$ cat src/rtl/out_port_if.sv
// CPU-side bundle for the output port: push strobe/data plus serial line and FIFO status.
// The CPU drives through the master modport; out_port implements the slave side.
interface out_port_if #(
  parameter int unsigned DEPTH = 4
);
  localparam int unsigned CW = $clog2(DEPTH) + 1;

  logic          load;
  logic [7:0]    in;
  logic          tx;
  logic          busy;
  logic          empty;
  logic          full;
  logic [CW-1:0] count;
  logic          overflow;
  logic [7:0]    last;

  modport master (
    output load, in,
    input  tx, busy, empty, full, count, overflow, last
  );

  modport slave (
    input  load, in,
    output tx, busy, empty, full, count, overflow, last
  );
endinterface

$ cat src/rtl/out_port.sv
// CPU output stage: bytes pushed by the OUT strobe are queued and sent as 8N1 serial frames.
// The CPU never stalls; a push into a full queue is dropped and flagged in a sticky bit.
module out_port #(
  parameter int unsigned DEPTH        = 4,
  parameter int unsigned CLKS_PER_BIT = 4
) (
  input  logic       clk,
  input  logic       reset,
  out_port_if.slave  bus
);

  localparam int unsigned PW = $clog2(DEPTH);
  localparam int unsigned CW = PW + 1;
  localparam int unsigned TW = (CLKS_PER_BIT > 1) ? $clog2(CLKS_PER_BIT) : 1;

  localparam logic [TW-1:0] TimerMax = TW'(CLKS_PER_BIT - 1);
  localparam logic [CW-1:0] DepthCnt = CW'(DEPTH);

  typedef enum logic [1:0] {StIdle, StStart, StData, StStop} state_e;

  state_e        state_q;
  logic [TW-1:0] timer_q;
  logic [2:0]    bit_idx_q;
  logic [7:0]    shift_q;
  logic          tx_q;
  logic          busy_q;

  logic [7:0]    mem_q [DEPTH];
  logic [PW-1:0] wr_ptr_q;
  logic [PW-1:0] rd_ptr_q;
  logic [CW-1:0] count_q;
  logic          overflow_q;
  logic [7:0]    last_q;

  logic bit_end;
  logic fifo_empty;
  logic fifo_full;
  logic pop;
  logic push;
  logic drop;

  always_comb begin
    bit_end    = (timer_q == TimerMax);
    fifo_empty = (count_q == '0);
    fifo_full  = (count_q == DepthCnt);
    // A pop happens exactly when the FSM enters START, from IDLE or at the end of STOP.
    pop        = !fifo_empty && ((state_q == StIdle) || ((state_q == StStop) && bit_end));
    // A same-cycle pop frees a slot, so a full queue can still accept.
    push       = bus.load && (!fifo_full || pop);
    drop       = bus.load && !push;
  end

  // Storage is not reset; occupancy is tracked solely by the pointers and count.
  always_ff @(posedge clk) begin
    if (push) begin
      mem_q[wr_ptr_q] <= bus.in;
    end
  end

  always_ff @(posedge clk) begin
    if (reset) begin
      wr_ptr_q   <= '0;
      rd_ptr_q   <= '0;
      count_q    <= '0;
      overflow_q <= 1'b0;
      last_q     <= 8'h00;
    end else begin
      if (push) begin
        wr_ptr_q <= wr_ptr_q + PW'(1);
        last_q   <= bus.in;
      end
      if (pop) begin
        rd_ptr_q <= rd_ptr_q + PW'(1);
      end
      if (push && !pop) begin
        count_q <= count_q + CW'(1);
      end else if (pop && !push) begin
        count_q <= count_q - CW'(1);
      end
      if (drop) begin
        overflow_q <= 1'b1;
      end
    end
  end

  // tx and busy are registered alongside the state so the line never glitches.
  always_ff @(posedge clk) begin
    if (reset) begin
      state_q   <= StIdle;
      timer_q   <= '0;
      bit_idx_q <= 3'd0;
      shift_q   <= 8'h00;
      tx_q      <= 1'b1;
      busy_q    <= 1'b0;
    end else begin
      case (state_q)
        StIdle: begin
          timer_q <= '0;
          if (pop) begin
            state_q <= StStart;
            shift_q <= mem_q[rd_ptr_q];
            tx_q    <= 1'b0;
            busy_q  <= 1'b1;
          end
        end
        StStart: begin
          if (bit_end) begin
            timer_q   <= '0;
            state_q   <= StData;
            bit_idx_q <= 3'd0;
            tx_q      <= shift_q[0];
          end else begin
            timer_q <= timer_q + TW'(1);
          end
        end
        StData: begin
          if (bit_end) begin
            timer_q <= '0;
            if (bit_idx_q == 3'd7) begin
              state_q <= StStop;
              tx_q    <= 1'b1;
            end else begin
              shift_q   <= shift_q >> 1;
              tx_q      <= shift_q[1];
              bit_idx_q <= bit_idx_q + 3'd1;
            end
          end else begin
            timer_q <= timer_q + TW'(1);
          end
        end
        StStop: begin
          if (bit_end) begin
            timer_q <= '0;
            if (pop) begin
              state_q <= StStart;
              shift_q <= mem_q[rd_ptr_q];
              tx_q    <= 1'b0;
            end else begin
              state_q <= StIdle;
              tx_q    <= 1'b1;
              busy_q  <= 1'b0;
            end
          end else begin
            timer_q <= timer_q + TW'(1);
          end
        end
        default: begin
          state_q <= StIdle;
          timer_q <= '0;
          tx_q    <= 1'b1;
          busy_q  <= 1'b0;
        end
      endcase
    end
  end

  assign bus.tx       = tx_q;
  assign bus.busy     = busy_q;
  assign bus.empty    = fifo_empty;
  assign bus.full     = fifo_full;
  assign bus.count    = count_q;
  assign bus.overflow = overflow_q;
  assign bus.last     = last_q;

endmodule

$ cat src/flat_wrapper.sv
// flat-port wrapper written by rule: the top's interface ports become plain ports
module out_port_flat 
#(
  parameter int unsigned DEPTH        = 4,
  parameter int unsigned CLKS_PER_BIT = 4
)
  (clk, reset, bus_load, bus_in, bus_tx, bus_busy, bus_empty, bus_full, bus_count, bus_overflow, bus_last);
  out_port_if #(.DEPTH(DEPTH)) bus_i ();
  input  logic clk;
  input  logic reset;
  input wire logic [$bits(bus_i.load)-1:0] bus_load;
  input wire logic [$bits(bus_i.in)-1:0] bus_in;
  output wire logic [$bits(bus_i.tx)-1:0] bus_tx;
  output wire logic [$bits(bus_i.busy)-1:0] bus_busy;
  output wire logic [$bits(bus_i.empty)-1:0] bus_empty;
  output wire logic [$bits(bus_i.full)-1:0] bus_full;
  output wire logic [$bits(bus_i.count)-1:0] bus_count;
  output wire logic [$bits(bus_i.overflow)-1:0] bus_overflow;
  output wire logic [$bits(bus_i.last)-1:0] bus_last;
  assign bus_i.load = bus_load;
  assign bus_i.in = bus_in;
  assign bus_tx = bus_i.tx;
  assign bus_busy = bus_i.busy;
  assign bus_empty = bus_i.empty;
  assign bus_full = bus_i.full;
  assign bus_count = bus_i.count;
  assign bus_overflow = bus_i.overflow;
  assign bus_last = bus_i.last;
  out_port #(.DEPTH(DEPTH), .CLKS_PER_BIT(CLKS_PER_BIT)) u_core (.clk(clk), .reset(reset), .bus(bus_i));
endmodule
$ cat config.mk
export PLATFORM = sky130hd
export DESIGN_NAME = out_port_flat
export DESIGN_NICKNAME = d
export VERILOG_FILES = /design/src/rtl/out_port_if.sv /design/src/rtl/out_port.sv /design/src/flat_wrapper.sv
export SDC_FILE = /design/constraint.sdc
export NUM_CORES = 1
export LEC_CHECK = 0
export CORE_ASPECT_RATIO = 0.8
export CORE_UTILIZATION = 61
export DETAILED_ROUTE_END_ITERATION = 7
export PLACE_DENSITY = 0.95
export SETUP_SLACK_MARGIN = 0.15
export SLEW_MARGIN = 20
export SYNTH_ARGS = -nofsm -noshare
export SYNTH_HDL_FRONTEND = slang
export SYNTH_SLANG_ARGS = --single-unit
$ cat constraint.sdc
create_clock -name clk -period 4.8 [get_ports clk]
set_clock_uncertainty 0.15 [all_clocks]
set_input_delay 0.96 -clock clk [delete_from_list [all_inputs] [get_ports clk]]
set_output_delay 0.96 -clock clk [all_outputs]
set_load 0.005 [all_outputs]
==> Yosys cells after proc, flatten, opt, wreduce, memory -nomap -nowiden <==
Memory sizes are Yosys's and may differ from the RTL's. A register that Yosys moved wholly into a read port is not among the register bits.
Index checks and enable logic that the tools add are counted.
{ "totals": {"register_bits": 33, "ram_bits": 32, "input_bits": 11, "output_inout_bits": 16, "word_cells": 90, "memories": 1} }
{ "op_classes": {"add_sub_neg": 6, "n_eq_ne": 13, "n_mux": 35, "reduce_logical": 24} }
{ "mem_list": {"columns": ["memory", "words", "width", "rd", "rd_clocked_by_memory_dff", "write_ports", "line_no", "rtl"], "rows": [
  ["u_core.mem_q", 4, 8, 1, 1, 1, "out_port.sv:28", "logic [7:0] mem_q [DEPTH];"]
]} }
{ "ops": {"columns": ["op", "n"], "rows": [
  ["8-bit two-way mux", 4],
  ["8-bit case mux with 3 select lines", 1],
  ["2-bit two-way mux", 8],
  ["4-bit AND reduction", 4],
  ["3-bit two-way mux", 5],
  ["1-bit two-way mux", 12],
  ["2-bit by 1-bit != test with 1-bit output, second input constant", 5],
  ["2-bit case mux with 4 select lines", 1],
  ["2-bit by 1-bit adder with 2-bit output, second input constant", 3],
  ["3-bit by 1-bit adder with 3-bit output, second input constant", 2],
  ["2-bit == test, second input constant", 3],
  ["3-bit == test, second input constant", 2],
  ["1-bit logical AND", 6],
  ["3-bit case mux with 2 select lines", 1],
  ["2-bit nonzero test", 3],
  ["5-bit AND reduction", 1],
  ["1-bit zero test", 4],
  ["2-bit != test, second input constant", 2],
  ["1-bit case mux with 4 select lines", 1],
  ["2-bit case mux with 2 select lines", 1],
  ["3-bit zero test", 1],
  ["3-bit nonzero test", 1],
  ["3-bit OR reduction", 1],
  ["3-bit by 1-bit subtractor with 3-bit output, second input constant", 1],
  ["4 further kinds", 5]
]} }

==> Depth between registers and ports, before layout <==
Gate-level depths: netlist of the first run.
{ "logic_depth": {"word_depth": 10, "mapped_depth": 11, "mapped_depth_nobuf": 10} }

==> Worst setup path before layout of the first run <==
OpenSTA, ideal clock, no wires.
{ "synth_timing": {"kind": "input-to-reg", "start": "in bus_load", "end": "reg u_core.count_q[2], in the netlist u_core.bus.count[2]", "setup_time_ps": 71, "arrival_ps": 2898, "required_time_ps": 4579, "path_slack_ps": 1681, "stages": 8, "n_path_buf": 1, "cell_sequence": "a21boi_1 > buf_2 > ha_1 > inv_1 > fa_1 > xor2_1 > or3_1 > a21oi_1"} }
{ "synth_between": {"elab_chain_len": 4, "word_cells_on_any_way": 6, "classes_between": "mux (1); reduce/logical (5)"} }
{ "synth_rtl": {"columns": ["item", "line_no", "rtl"], "rows": [
  ["from (decl)", "flat_wrapper.sv:11", "input wire logic [$bits(bus_i.load)-1:0] bus_load;"],
  ["1-bit logical AND (*)", "out_port.sv:49", "push = bus.load && (!fifo_full || pop);"],
  ["net u_core.push", "out_port.sv:39", "logic push;"],
  ["1-bit zero test", "out_port.sv:77", "end else if (pop && !push) begin"],
  ["1-bit logical AND", "out_port.sv:77", null],
  ["2-bit nonzero test (no source line)", null, null],
  ["to (signal assigned)", "out_port.sv:76", "count_q <= count_q + CW'(1);"],
  ["to (signal assigned)", "out_port.sv:78", "count_q <= count_q - CW'(1);"],
  ["to (decl)", "out_port.sv:31", "logic [CW-1:0] count_q;"]
]} }
Mark *: on every way through the listed nets, which the timed path passes. The rest lies on a longest branch.
A chain may end at the register's enable or synchronous reset.

==> Worst setup path after layout of the first run <==
{ "layout_timing": {"start": "in bus_load", "end": "reg u_core.count_q[2], in the netlist u_core.bus.count[2]"} }
{ "layout_between": {"elab_chain_len": 4, "word_cells_on_any_way": 6, "classes_between": "mux (1); reduce/logical (5)"} }
{ "layout_rtl": {"columns": ["item", "line_no"], "rows": [
  ["1-bit logical AND (*)", "out_port.sv:49"],
  ["1-bit zero test", "out_port.sv:77"],
  ["1-bit logical AND", "out_port.sv:77"],
  ["2-bit nonzero test (no source line)", null]
]} }
Every way passes the cells marked *; elsewhere a longest branch is shown, timed or not.

==> metrics.md, run 1 <==
| Metric | Value |
|---|---|
| R2R Path End | `u_core.bus.count[2]` |
| Hold_ws | `0.289 ns` |
| Tcrit/Tclk final | `0.635` |
| Final Non-Filler Cells | `310` |
| Final ANT Viol Nets | `0` |
| Layout cells sized above 1 | `0.115` |
| Most frequent cells in the layout | `dfxtp_1 (35), edfxtp_1 (32), clkdlybuf4s50_1 (26)` |
| Max Used Layer | `met4` |
| Yosys top cell by area | `edfxtp_1` |
| Synthesized Nets | `245` |
| Drt pass-1 iters | `4` |
| Crit path kind | `in -> reg` |
| Largest net degree at the start of global routing | `43` |
| Worst Hold Class | `reg -> reg` |
| Status | `finished clean` |
| First DRT Iteration DRCs | `around 120` |
| Clock Latency Late Sink | `between 0.3 and 0.4 ns` |
| FF-to-FF Start | `u_core.state_q[0]` |
| Met2 wire len | `2.95 mm` |
| CTS root buf | `clkbuf_8` |
| FF-to-FF path depth | `11` |
| CTS resizes | `0` |
| RSZ-0062 raised after global routing | `false` |
| Register area share after synthesis | `0.576` |
| Setup TNS Final | `0 ns` |
| Final setup fails | `0` |
| Hold_sp | `u_core.timer_q[0]` |
| Metal1 wirelength | `2.38 mm` |
| I/O Buffers | `26` |
| Worst hold endpoint | `u_core.timer_q[0]` |
| Worst Tran Pin Value | `roughly 0.7 ns` |
| Detailed-route wire length per cell | `roughly 19 µm` |
| Initial Utilization | `0.661` |
| Syn Inst Count | `220` |
| # DRC | `0` |
| Htree depth | `3` |
| Max Buffers Root-to-Sink | `2` |
| Vias per cell | `6.04` |
| Synth area leaders | `edfxtp_1 (33%), dfxtp_1 (24%), mux4_2 (6.2%)` |
| Row cnt | `21` |
| First-pass GRT wire length | `about 9.6 mm` |
| Most common cell after layout, fill and taps aside | `dfxtp_1` |
| Mean Syn Cell Area | `roughly 13 µm²` |
| R2R setup slack | `1.85 ns` |
| Antenna violations before repair | `0` |
| Worst setup SP type | `input port` |
| Number of buffers inserted by hold repair at cts | `0` |
| Post-synth top area share | `0.333` |
| Die Span Y | `~64 µm` |
| Final Hold Vio Count | `0` |
| Clk sinks | `67` |
| DP HPWL | `slightly below 4 mm` |
| CTS clk-pin slew, worst paths | `about 0.080 ns` |
| Total power | `~1.8 mW` |
| Cell Area, Placed | `3170 µm²` |
| Yosys warning total | `0` |
| Crit path max fanout | `15` |
| Post-synth cell types | `41` |
| Final antenna diode count | `0` |
| Cell count after placement | `294` |
| Place WS | `1.43 ns` |
| P per Cell Area | `527 nW/µm²` |
| RePlAce Congestion | `0.830` |
| Ports | `27` |
| Final Slew Violations | `0` |
| Area added between synthesis and finish | `17.0%` |
| CTS Buf Count | `9` |
| Arrival @ worst endpoint | `roughly 3.2 ns` |
| Vias | `1,873` |
| Crit. End Element | `register` |
| Max_cap viols | `0` |
| Worst Slack Setup Final | `1.75 ns` |
| Worst IR Drop VDD | `between 0.0004 and 0.0005 V` |
| Final instance area | `~3400 µm²` |
| Crit path required time | `between 4 and 5 ns` |
| CTS tree | `yes` |
| Slew Limit Headroom | `0.533` |
| Final WL | `slightly below 6 mm` |
| All-Layer GR Usage | `0.266` |
| Hold path depth | `1` |
| Final critical-path required period | `~3.0 ns` |
| Max Clock Freq | `~330 MHz` |
| Number of nets in the layout | `between 200 and 300` |
| Post-CTS Setup Bufs | `0` |
| Post-synthesis register bit count | `67` |
| Vias in the first global route | `1,917` |
| Post-Route Utilization | `0.774` |
| Syn Std Cell Area | `just under 3000 µm²` |
| GRT overflow | `0` |
| Die Width | `~79 µm` |
| Core area | `roughly 4400 µm²` |
| Leakage | `approximately 1.2 nW` |
| WL met3 | `between 400 and 500 µm` |
| Die ar. | `around 5000 µm²` |
worst max-delay path, stage by stage:
cell	delay [ns]
clkdlybuf4s50_1	0.48
a21boi_1	0.17
buf_4	0.26
ha_1	0.23
inv_1	0.07
fa_1	0.38
xor2_1	0.17
or3_1	0.33
a21oi_1	0.14
cell usage after synthesis:
cell	instances
nand3_1	1
a211oi_1	1
buf_4	1
mux4_2	8
a21o_1	1
and2_1	4
buf_6	2
nor2b_1	2
a22o_1	3
a221oi_1	3
xor2_1	4
mux2i_1	17
o31ai_1	2
o21ai_0	12
a211o_1	8
o21a_1	1
clkbuf_1	6
nor3_1	1
or4b_4	1
xnor2_1	1
fa_1	1
a21boi_1	1
a21oi_1	5
o21ai_2	1
ha_1	13
inv_1	7
or3_1	3
nor4b_1	1
nand3b_1	1
or3b_1	1
a22oi_1	3
dfxtp_1	35
nand2_1	3
edfxtp_1	32
nor3b_1	1
buf_2	2
nor2_1	20
nand2b_1	8
a31oi_1	1
nor4_1	1
mux2_2	1
power by group:
group	switching (mW)	internal [mW]
combinational	0.262	0.247
clock	0.236	0.249
sequential	0.0819	0.703
total	0.580	1.20
layer usage:
| layer | vias up | GRT usage |
|---|---|---|
| li1 | 873 | - |
| met1 | 907 | 0.313 |
| met2 | 80 | 0.440 |
| met3 | 13 | 0.103 |
| met4 | 0 | 0.100 |
| met5 | - | 0 |
worst max path at each step:
| stage | slack [ns] | cells past startpoint | startpoint | to |
|---|---|---|---|---|
| finish | 1.75 | 9 | bus_load | u_core.bus.count[2] |
| global route | 1.61 | 11 | u_core.state_q[0] | u_core.bus.count[2] |
| CTS | 1.76 | 3 | u_core.bus.count[0] | bus_empty |
| detailed placement | 1.43 | 9 | bus_load | u_core.bus.count[2] |
| global placement | 1.55 | 9 | bus_load | u_core.bus.count[2] |
| floorplan | 1.68 | 8 | bus_load | u_core.bus.count[2] |
sequential cells by signal (all words and copies together), names as in the netlist, named ones only:
register and cells:
u_core.bus.last 8, u_core.mem_q 32, u_core.state_q 2, u_core.bus.overflow 1, u_core.wr_ptr_q 2, u_core.bus.tx 1
u_core.bit_idx_q 3, u_core.bus.busy 1, u_core.timer_q 2, u_core.shift_q 8, u_core.rd_ptr_q 2, u_core.bus.count 3
final cells by class:
cell class	instances	area, µm²
Clock buffer	9	124
Clock inverter	7	82.6
Fill cell	237	987
Inverter	7	26.3
Multi-Input combinational cell	135	1130
Sequential cell	67	1660
Tap cell	57	71.3
Timing Repair Buffer	28	275
logic make-up after synthesis:
group	share of synthesized area
simple gates	0.0885
buf+inv	0.0308
flops	0.576
compound gates	0.101
fa+ha+maj	0.0633
xor+xnor	0.0152
mux	0.125
No activity file was read; power rests on OpenSTA's default activity.
==> run 2, diff against run 1 <==
Settings changed: CORE_UTILIZATION 61 to 51, PLACE_DENSITY 0.95 to 0.86.
Clock period 4.8 ns to 2.6 ns, I/O delays scaled along.
==> run 2 against run 1 <==
Compared with the run above:
- setup slack lost 1.5 ns
- via count shrank 1.0%
- hold slack improved by 0.0060 ns
- non-clock buffer count is 9 higher
- routed wire length shrank 11%
- clock power increased by 110%
- core utilization down 12 points
- critical endpoint is now bus_empty
- largest cell class unchanged
==> metrics.md, run 2 (synthesized netlist as in run 1, its figures left out) <==
| Metric | Value |
|---|---|
| Worst setup SP type | `register` |
| DP HPWL | `3.66 mm` |
| Place WS | `-0.00562 ns` |
| Crit path required time | `1.93 ns` |
| Total power | `about 3.5 mW` |
| Max_cap viols | `0` |
| Vias in the first global route | `~1,800` |
| Die Width | `approximately 86 µm` |
| Status | `finished clean` |
| Worst Tran Pin Value | `~0.53 ns` |
| First DRT Iteration DRCs | `80` |
| Final instance area | `approximately 3600 µm²` |
| Worst Hold Class | `reg -> reg` |
| CTS Buf Count | `9` |
| Number of nets in the layout | `roughly 280` |
| Worst Slack Setup Final | `approximately 0.21 ns` |
| Vias | `approximately 1,900` |
| Cell count after placement | `between 300 and 400` |
| RePlAce Congestion | `around 0.76` |
| Largest Register | `u_core.mem_q` |
| First-pass GRT wire length | `8.75 mm` |
| Leakage | `between 1 and 1.5 nW` |
| Area added between synthesis and finish | `23.8%` |
| Final WL | `about 5.3 mm` |
| GRT overflow | `0` |
| Row cnt | `24` |
| Worst IR Drop VDD | `0.000809 V` |
| Met3 usage | `0.0786` |
| I/O Buffers | `26` |
| Final ANT Viol Nets | `0` |
| Final Slew Violations | `0` |
| Clk sinks | `67` |
| Most frequent cells in the layout | `dfxtp_1 (32), edfxtp_1 (32), clkdlybuf4s50_1 (26)` |
| RSZ-0062 raised after global routing | `false` |
| Layout cells sized above 1 | `0.195` |
| Antenna violations before repair | `0` |
| Crit path max fanout | `5` |
| Die Span Y | `69.3 µm` |
| Crit. End Element | `primary output` |
| Final antenna diode count | `0` |
| Crit-path slowest cell | `clkdlybuf4s50_1` |
| GR met2 Demand/Resource | `0.302` |
| Max reg flops | `32` |
| Slew Limit Headroom | `0.649` |
| Clock Latency Late Sink | `around 0.33 ns` |
| CTS clk-pin slew, worst paths | `0.07 ns` |
| Final Non-Filler Cells | `340` |
| All-Layer GR Usage | `0.196` |
| Final critical-path required period | `approximately 2.4 ns` |
| Drt pass-1 iters | `4` |
| Vias per cell | `around 5.5` |
| Htree depth | `3` |
| CTS tree | `yes` |
| Arrival @ worst endpoint | `between 1.5 and 2 ns` |
| Detailed-route wire length per cell | `around 16 µm` |
| Ports | `27` |
| Hold_ws | `between 0.2 and 0.3 ns` |
| Final setup fails | `0` |
| Largest net degree at the start of global routing | `30` |
| Worst path cell trace | `or3_4, inv_4, clkdlybuf4s50_1` |
| Setup TNS Final | `0 ns` |
| Busiest layer in global routing | `met2` |
| Final Hold Vio Count | `0` |
| Tcrit/Tclk final | `0.919` |
| # DRC | `0` |
| Die ar. | `5960 µm²` |
| GR Util met1 | `0.257` |
| Core area | `5440 µm²` |
| Largest stage delay, worst path | `a little over 0.5 ns` |
| Post-Route Utilization | `0.657` |
| Cell Area, Placed | `3320 µm²` |
| Crit path kind | `reg -> out` |
| Max Clock Freq | `~420 MHz` |
| Initial Utilization | `0.531` |
| P per Cell Area | `977 nW/µm²` |
| Max Buffers Root-to-Sink | `2` |
| CTS root buf | `clkbuf_8` |
## run 2: cell count changes in the layout (fill, tap and decap cells not counted), moves of 3 or more
cell     delta
buf_4       +9
ha_1        -4
dfxtp_1     -3
dfxtp_2     +3
ha_4        +3
inv_1       -3
## run 2: power by group
part | total [mW] | internal, mW | switching, mW | leakage, nW
logic | 1.02 | 0.524 | 0.492 | 0.605
registers | 1.45 | 1.30 | 0.152 | 0.582
clock network | 1.02 | 0.635 | 0.386 | 0.121
## run 2: critical path: cells and delay by family, from the launching register on
| kind | cells | cell delay, ns |
|---|---|---|
| buf+inv | 2 | 0.60 |
| simple gates | 1 | 0.44 |
| flops | 1 | 0.36 |
## run 2: area by class of cell
class	count	area [µm²]
Tap cell	78	97.6
Clock inverter	7	116
Inverter	7	28.8
Sequential cell	67	1670
Multi-Input combinational cell	135	1200
Timing Repair Buffer	37	343
Fill cell	389	1860
Clock buffer	9	124
## run 2: worst paths after layout
kind                  startpoint             endpoint  slack, ns  depth (start not counted)
min            u_core.timer_q[0]    u_core.timer_q[0]       0.30                          1
max reg2reg    u_core.state_q[1]  u_core.bus.count[2]       0.24                         10
min reg2reg    u_core.timer_q[0]    u_core.timer_q[0]       0.30                          1
max          u_core.bus.count[0]            bus_empty       0.21                          3
## run 2: layer usage
metal  routed length, µm  share of wire  vias up
met2                2600           0.49       47
met4                  63          0.012        0
li1                    -              -      889
met1                2290           0.43      912
met5                   0              0        -
met3                 329          0.062        6
## run 2: timing repair
action / 4_1_cts / 5_1_grt
hold buffers: 0 / 0
gates cloned: 0 / 0
setup buffers: 0 / 0
setup endpoints to repair: 2 / 2
resized for setup: 3 / 4
